==> config.mk <==
export PLATFORM = sky130hd
export DESIGN_NAME = spi_master_mc
export DESIGN_NICKNAME = d
export VERILOG_FILES = /design/src/rtl/spi_pkg.sv /design/src/rtl/spi_sclk_gen.sv /design/src/rtl/spi_master_mc.sv
export SDC_FILE = /design/constraint.sdc
export NUM_CORES = 1
export LEC_CHECK = 0
export CAP_MARGIN = 15
export CORE_MARGIN = 5
export CORE_UTILIZATION = 30
export CTS_CLUSTER_SIZE = 40
export DETAILED_ROUTE_END_ITERATION = 16
export GPL_TIMING_DRIVEN = 0
export SYNTH_ARGS = -nofsm -noshare
export SYNTH_HDL_FRONTEND = slang
export SYNTH_HIERARCHICAL = 1
export SYNTH_SLANG_ARGS = --single-unit
==> constraint.sdc <==
create_clock -name clk -period 3.6 [get_ports clk]
set_clock_uncertainty 0.2 [all_clocks]
set_input_delay 0.72 -clock clk [delete_from_list [all_inputs] [get_ports clk]]
set_output_delay 0.72 -clock clk [all_outputs]
set_load 0.05 [all_outputs]
==> src/rtl/spi_pkg.sv <==
// Shared types and default sizing for the multi-slave SPI master.
package spi_pkg;

  localparam int DEF_DWIDTH    = 32;
  localparam int DEF_NSLAVES   = 4;
  localparam int DEF_DIV_WIDTH = 8;

  typedef enum logic [2:0] {
    IDLE,
    SETUP,
    SHIFT,
    HOLD,
    DONE
  } spi_state_e;

endpackage

==> src/rtl/spi_sclk_gen.sv <==
// SCLK generator: half-period down-counter that toggles sclk every div+1
// clocks while enabled and flags which toggle is the leading or the trailing
// edge of the current bit.
module spi_sclk_gen #(
  parameter int DIV_WIDTH = 8
) (
  input  logic                 clk,
  input  logic                 rst_n,
  input  logic                 en,
  input  logic                 load,
  input  logic                 load_lvl,
  input  logic                 idle_lvl,
  input  logic [DIV_WIDTH-1:0] div,
  output logic                 sclk,
  output logic                 lead_stb,
  output logic                 trail_stb
);

  logic [DIV_WIDTH-1:0] cnt;
  logic                 phase;
  logic                 tick;

  assign tick      = en && (cnt == '0);
  assign lead_stb  = tick && !phase;
  assign trail_stb = tick && phase;

  // Reload the half-period counter while idle and toggle sclk on each expiry.
  always_ff @(posedge clk or negedge rst_n) begin
    if (!rst_n) begin
      cnt   <= '0;
      phase <= 1'b0;
      sclk  <= 1'b0;
    end else if (!en) begin
      cnt   <= div;
      phase <= 1'b0;
      sclk  <= load ? load_lvl : idle_lvl;
    end else if (tick) begin
      cnt   <= div;
      phase <= ~phase;
      sclk  <= ~sclk;
    end else begin
      cnt   <= cnt - 1'b1;
    end
  end

endmodule

==> src/rtl/spi_master_mc.sv <==
// Multi-slave SPI master: one request at a time, per-request slave, length,
// mode and SCLK divider, result returned on a single-cycle response strobe.
module spi_master_mc
  import spi_pkg::*;
#(
  parameter int DWIDTH       = DEF_DWIDTH,
  parameter int NSLAVES      = DEF_NSLAVES,
  parameter int S_ADDR_WIDTH = (NSLAVES > 1) ? $clog2(NSLAVES) : 1,
  parameter int LEN_WIDTH    = (DWIDTH > 1) ? $clog2(DWIDTH) : 1,
  parameter int DIV_WIDTH    = DEF_DIV_WIDTH
) (
  input  logic                    clk,
  input  logic                    rst_n,
  input  logic                    req_valid,
  output logic                    req_ready,
  input  logic [DWIDTH-1:0]       req_data,
  input  logic [LEN_WIDTH-1:0]    req_len,
  input  logic [S_ADDR_WIDTH-1:0] req_slave,
  input  logic                    req_cpol,
  input  logic                    req_cpha,
  input  logic [DIV_WIDTH-1:0]    req_div,
  output logic                    rsp_valid,
  output logic [DWIDTH-1:0]       rsp_data,
  output logic                    rsp_err,
  output logic                    busy,
  output logic                    sclk,
  output logic                    mosi,
  input  logic                    miso,
  output logic [NSLAVES-1:0]      cs_n
);

  typedef struct packed {
    logic [DWIDTH-1:0]       data;
    logic [LEN_WIDTH-1:0]    len;
    logic [S_ADDR_WIDTH-1:0] slave;
    logic                    cpol;
    logic                    cpha;
    logic [DIV_WIDTH-1:0]    div;
  } spi_req_t;

  localparam logic [S_ADDR_WIDTH:0] NSLAVES_L = (S_ADDR_WIDTH + 1)'(NSLAVES);

  spi_state_e           state;
  spi_req_t             req_q;
  logic [DIV_WIDTH-1:0] wait_cnt;
  logic [LEN_WIDTH-1:0] bit_cnt;
  logic [DWIDTH-1:0]    rx_q;
  logic                 err_q;
  logic                 accept;
  logic                 slave_bad;
  logic                 lead_stb;
  logic                 trail_stb;

  // Active-low one-hot chip select; an out-of-range index selects nothing.
  function automatic logic [NSLAVES-1:0] cs_decode(input logic [S_ADDR_WIDTH-1:0] s);
    logic [NSLAVES-1:0] v;
    v = '1;
    for (int i = 0; i < NSLAVES; i++) begin
      if (s == S_ADDR_WIDTH'(i)) v[i] = 1'b0;
    end
    return v;
  endfunction

  assign accept    = req_valid && req_ready;
  assign slave_bad = {1'b0, req_slave} >= NSLAVES_L;

  spi_sclk_gen #(
    .DIV_WIDTH (DIV_WIDTH)
  ) u_sclk_gen (
    .clk       (clk),
    .rst_n     (rst_n),
    .en        (state == SHIFT),
    .load      (accept),
    .load_lvl  (req_cpol),
    .idle_lvl  (req_q.cpol),
    .div       (req_q.div),
    .sclk      (sclk),
    .lead_stb  (lead_stb),
    .trail_stb (trail_stb)
  );

  // Transfer sequencer: latches the request, frames cs_n, shifts bits on the
  // SCLK strobes and publishes the response after the hold phase.
  always_ff @(posedge clk or negedge rst_n) begin
    if (!rst_n) begin
      state     <= IDLE;
      req_q     <= '0;
      wait_cnt  <= '0;
      bit_cnt   <= '0;
      rx_q      <= '0;
      err_q     <= 1'b0;
      mosi      <= 1'b0;
      cs_n      <= '1;
      rsp_valid <= 1'b0;
      rsp_data  <= '0;
      rsp_err   <= 1'b0;
      busy      <= 1'b0;
      req_ready <= 1'b1;
    end else begin
      rsp_valid <= 1'b0;
      case (state)
        IDLE: begin
          if (accept) begin
            req_q.data  <= req_data;
            req_q.len   <= req_len;
            req_q.slave <= req_slave;
            req_q.cpol  <= req_cpol;
            req_q.cpha  <= req_cpha;
            req_q.div   <= req_div;
            wait_cnt    <= req_div;
            bit_cnt     <= req_len;
            rx_q        <= '0;
            err_q       <= slave_bad;
            cs_n        <= cs_decode(req_slave);
            if (!req_cpha) mosi <= req_data[req_len];
            busy        <= 1'b1;
            req_ready   <= 1'b0;
            state       <= SETUP;
          end
        end
        SETUP: begin
          if (wait_cnt == '0) state <= SHIFT;
          else                wait_cnt <= wait_cnt - 1'b1;
        end
        SHIFT: begin
          if (lead_stb) begin
            if (req_q.cpha) mosi <= req_q.data[bit_cnt];
            else            rx_q <= {rx_q[DWIDTH-2:0], miso};
          end
          if (trail_stb) begin
            if (req_q.cpha)             rx_q <= {rx_q[DWIDTH-2:0], miso};
            else if (bit_cnt != '0)     mosi <= req_q.data[bit_cnt - 1'b1];
            if (bit_cnt == '0) begin
              wait_cnt <= req_q.div;
              state    <= HOLD;
            end else begin
              bit_cnt  <= bit_cnt - 1'b1;
            end
          end
        end
        HOLD: begin
          if (wait_cnt == '0) begin
            cs_n  <= '1;
            state <= DONE;
          end else begin
            wait_cnt <= wait_cnt - 1'b1;
          end
        end
        DONE: begin
          rsp_valid <= 1'b1;
          rsp_data  <= err_q ? '0 : rx_q;
          rsp_err   <= err_q;
          busy      <= 1'b0;
          req_ready <= 1'b1;
          state     <= IDLE;
        end
        default: state <= IDLE;
      endcase
    end
  end

endmodule
Word-level counts from Yosys, hierarchy flattened
Cells that the tools add are included.
- muxes and demuxes: 54
- $lt $le $gt $ge: 3
- bitwise gates (word level): 2
- equality and inequality tests: 16
- add/subtract/negate cells: 3
- reductions and logical operators: 24
- operators by type and width (kind ; number):
    two-way mux 32 bit ; 5
    one-hot mux 32 bit (2 select lines) ; 1
    two-way mux 8 bit ; 6
    one-hot mux 8 bit (3 select lines) ; 1
    two-way mux 1 bit ; 22
    less-than comparator 5 x 6 -> 1 bit, second input constant ; 3
    zero test 8 bit ; 2
    inequality test 2 bit, second input constant ; 8
    subtractor 8 x 1 -> 8 bit, second input constant ; 2
    binary-select mux 1 bit (select 5 bit) ; 3
    two-way mux 3 bit ; 5
    two-way mux 5 bit ; 3
    one-hot mux 3 bit (4 select lines) ; 1
    one-hot mux 5 bit (2 select lines) ; 1
    AND reduction 5 bit ; 2
    two-way mux 4 bit ; 2
    one-hot mux 4 bit (2 select lines) ; 1
    == test 3 x 2 -> 1 bit, second input constant ; 2
    one-hot mux 1 bit (2 select lines) ; 3
    AND reduction 2 bit ; 3
    AND reduction 3 bit ; 2
    nonzero test 2 bit ; 3
    zero test 5 bit ; 1
    nonzero test 5 bit ; 1
    other kinds (14) ; 19
- logic and storage cells: 119
- bits in registers: 140
- bits of input ports: 53
- output and inout port bits: 42

Depth between registers and ports, before layout
- depth after elaboration: 8
- mapped depth: 12
- gate-level depth less buffers: 10

Cells and area by module
The synthesis kept the hierarchy.
- by module, submodules not included (module ; sequential area each (um2) ; cells each ; instances ; area each (um2)):
    spi_master_mc ; 3259.4 ; 558 ; 1 ; 6158.4
    spi_sclk_gen ; 250.2 ; 60 ; 1 ; 545.5

Worst setup path after synthesis
Ideal clock, no wire load.
- kind: flip-flop to flip-flop
- start point: register bit_cnt[0]
- end point: register mosi
- cell stages (with the launch flop): 12
- period minus slack after synthesis: 2.766 ns
- slack: 0.834 ns
- setup time: 0.127 ns
- arrival: 2.439 ns
- data required time: 3.273 ns
- buffers on the path: 4
- cell sequence: dfrtp_1 buf_6 buf_12 buf_6 inv_1 ha_1 clkbuf_1 mux4_2 mux4_2 mux2i_1 nand2_1 o2bb2ai_1
- word-level cells in the longest chain between the ends: 8
- elaborated cells on any way between the ends: 12
- classes of those cells: 1 x add/sub; 10 x mux; 1 x reduce/logical
- ends and longest elaborated chain (item ; RTL line ; text):
    from (decl) ; spi_master_mc.sv:46 ; logic [LEN_WIDTH-1:0] bit_cnt;
    from (signal assigned) ; spi_master_mc.sv:111 ; bit_cnt <= req_len;
    from (signal assigned) ; spi_master_mc.sv:137 ; bit_cnt <= bit_cnt - 1'b1;
    branches (longest 6 deep; another with subtractor 5 x 1 -> 5 bit) ; -- ;
    two-way mux 1 bit (*) ; spi_master_mc.sv:130 ; if (trail_stb) begin
    one-hot mux 1 bit (2 select lines) (*) ; spi_master_mc.sv:101 ; case (state)
    to (signal assigned) ; spi_master_mc.sv:115 ; if (!req_cpha) mosi <= req_data[req_len];
    to (signal assigned) ; spi_master_mc.sv:127 ; if (req_q.cpha) mosi <= req_q.data[bit_cnt];
    to (signal assigned) ; spi_master_mc.sv:132 ; else if (bit_cnt != '0) mosi <= req_q.data[bit_cnt - 1'b1];
    to (decl) ; spi_master_mc.sv:27 ; output logic mosi,
Every way passes the cells marked *. The select of a mux whose other input is x is not followed.
A chain may end at the register's enable or synchronous reset.

Worst setup path in the final report
- start point: register bit_cnt[1]
- end point: register mosi
Same word-level chain as after synthesis.

==> results.yml <==
clock_tree:
  root_buffer: "clkbuf_16"
  cts_sinks: 140
  htree_levels: 4
  cts_tree: "yes"
  cts_resized: 0
  post_cts_buffers: 0
  cts_inserted_buffers: 17
  clk_pin_slew_ns: 0.06
  ctsHoldBuffers: 0
  worstSkewPairLatency_ns: 0.41
  clockBufferDepth: 2
power_and_ir_drop:
  leakagePower_nw: 4.01
  p_int_mw: 2.65
  pwr-share-comb: 0.044
  seqPwrFrac: 0.460
  p_clk_frac: 0.495
  power_density_nw_per_um2: 399
  swShare: 0.226
  ir_drop_mv: 0.316
  finalPower_mw: 3.42
  p_sw_mw: 0.773
critical_path:
  startpoint_type: "flop"
  worstPathMaxFanout: 10
  required_ns: 3.70
  regToRegEndpoint: "mosi$_DFFE_PN0P_"
  worst-setup-path-type: "flop to flop"
  crit_arrival_ns: 3.52
  critPathLaunch: "bit_cnt[1]$_DFFE_PN0P_"
  rr_worst_depth: 9
  ff2ff_setup_slack_ns: 0.18
  r2r_start: "bit_cnt[1]$_DFFE_PN0P_"
  worstSetupEndpointType: "flop"
synthesis:
  ys_types: 54
  synth_area_per_cell_um2: 10.8
  synth_area_um2: 6700
  synthArstFlopShare: 1.00
  synth-main-ff-cell: "dfrtp_1"
  synth_edf_count: 0
  ys_seq_elements: 140
  synth-warning-count: 6
  yosysSeqAreaShare: 0.524
  syn-num-nets: 677
  synthCells: 618
die:
  rows: 54
  num_io_pins: 95
  core_um2: 21900
  fp.dieH_um: 159
  start_util: 0.306
  die_w_um: 159
  dieArea_um2: 25400
detailed_routing:
  wl_per_cell_um: 16.7
  drt_first_pass_iters: 5
  drt_wl_total_mm: 17.1
  ant_nets: 0
  drc: 0
  first_iter_violations: 265
  vias: 5078
  routed_via_density: 4.96
min_path:
  hold_path_class: "input port to async pin"
grt:
  grt_pass1_vias: 5162
  grt_pass1_wl_mm: 27.8
  overflow: 0
  antenna_found_initial: 2
  grt_start_max_net_pins: 95
  grtUsageTotal: 0.135
finish:
  post-route-util: 0.392
  final_common_cell: "nand2_1"
  filler_cell_count: 2157
  multi_input_area_um2: 2940
  regArea_um2: 3510
  instances_no_fill: 1023
  final_net_count: 789
  fin_area_um2: 8570
  syn_to_final_growth_pct: 27.9
  mostFrequentLayoutCells: "nand2_1 (148), dfrtp_1 (135), clkdlybuf4s50_1 (91), mux2_2 (34), o21ai_0 (33)"
  drive_gt1_frac: 0.141
  antennaDiodeCount: 0
flow_run:
  maxCapViolations: 0
sta:
  finalHoldViolCount: 0
  setup_viol: 0
  worst_pin_slew_ns: 0.739
  fin_crit_ns: 3.42
  finalCritPeriodShare: 0.950
  whs_ns: 0.0310
  max_freq_ghz: 0.292
  slew_viol_final: 0
  slew_headroom: 0.507
  rsz0062_at_grt: "no"
placed_design:
  port_buffers: 92
  place_hpwl_mm: 12.2
  placed_cell_area_um2: 8000
  gp_congestion: 0.842
  dp.cells: 991
outcome:
  status: "finished, final reports clean"
==> per-stage QoR <==
stage	TNS (ns)	setup slack (ns)
2_1_floorplan	0	0.834
3_3_place_gp	-587.66	-4.27
3_5_place_dp	0	0.157
4_1_cts	0	0.227
5_1_grt	0	0.0556
6_report	0	0.181
==> metal layers <==
metal	GRT usage	share of wire
met2	0.207	0.46
met5	0	0.0020
met4	0.0341	0.013
met1	0.185	0.47
met3	0.0471	0.049
==> logic make-up after synthesis <==
logic type / after synthesis / synth area share
AO/OA/AOI/OAI: 119 / 0.122
AND/OR/NAND/NOR: 213 / 0.135
adder cells (fa/ha/maj): 6 / 0.0112
other: 1 / 0.000559
buffers and inverters: 57 / 0.0386
XOR/XNOR: 12 / 0.0157
flip-flops: 140 / 0.524
multiplexers: 70 / 0.153
==> registers in the layout, summed over array words and instances, names as in the netlist <==
register / cells
cs_n: 4
rsp_data: 32
rx_q: 32
mosi: 1
u_sclk_gen/cnt: 8
wait_cnt: 8
req_q: 42
req_ready: 1
bit_cnt: 5
busy: 1
rsp_valid: 1
state: 3
u_sclk_gen/phase: 1
u_sclk_gen/sclk: 1
==> worst max-delay path by stage <==
stage	depth (start not counted)	endpoint	slack (ns)
6_report	9	mosi$_DFFE_PN0P_	0.18
4_1_cts	9	mosi$_DFFE_PN0P_	0.23
2_1_floorplan	11	mosi$_DFFE_PN0P_	0.83
3_5_place_dp	6	mosi$_DFFE_PN0P_	0.16
5_1_grt	9	mosi$_DFFE_PN0P_	0.06
3_3_place_gp	1	req_q[39]$_DFFE_PN0P_	-4.27
==> synth_stat cells (all sizes together), types with 14 or more instances <==
cell    instances  share of area
a21oi          15          0.012
a22o           32          0.042
buf            14          0.015
clkbuf         26          0.015
dfrtp         135           0.50
inv            16         0.0090
mux2           34          0.057
mux2i          14          0.021
mux4           22          0.075
nand2         148          0.083
nor2           26          0.015
o21ai          35          0.026
==> power groups by stage <==
stage / combinational, mW / clock, mW / sequential [mW]
4_1_cts: 0.156 / 1.73 / 1.57
3_3_place_gp: 0.152 / 0 / 1.60
2_1_floorplan: 0.0388 / 0 / 1.60
3_5_place_dp: 0.155 / 0 / 1.60
6_report: 0.152 / 1.69 / 1.57
5_1_grt: 0.166 / 1.81 / 1.57
==> worst max-delay path: stages, from the launching register on <==
cell	delay, ns
dfrtp_1	0.32
clkbuf_1	0.49
inv_1	0.24
ha_1	0.33
clkbuf_1	0.46
mux4_1	0.43
mux4_2	0.47
mux2i_1	0.17
nand2_1	0.07
o2bb2ai_1	0.12
==> layout make-up <==
| type | instances | area share |
|---|---|---|
| plain buffers | 40 | 0.0228 |
| clock buffers | 20 | 0.0533 |
| clock inverters | 12 | 0.0130 |
| inverters | 17 | 0.00744 |
| multi-input cells | 421 | 0.342 |
| flip-flops and latches | 140 | 0.409 |
| well taps | 280 | 0.0409 |
| repair buffers | 93 | 0.111 |
Power figures use the tool's default switching activity.
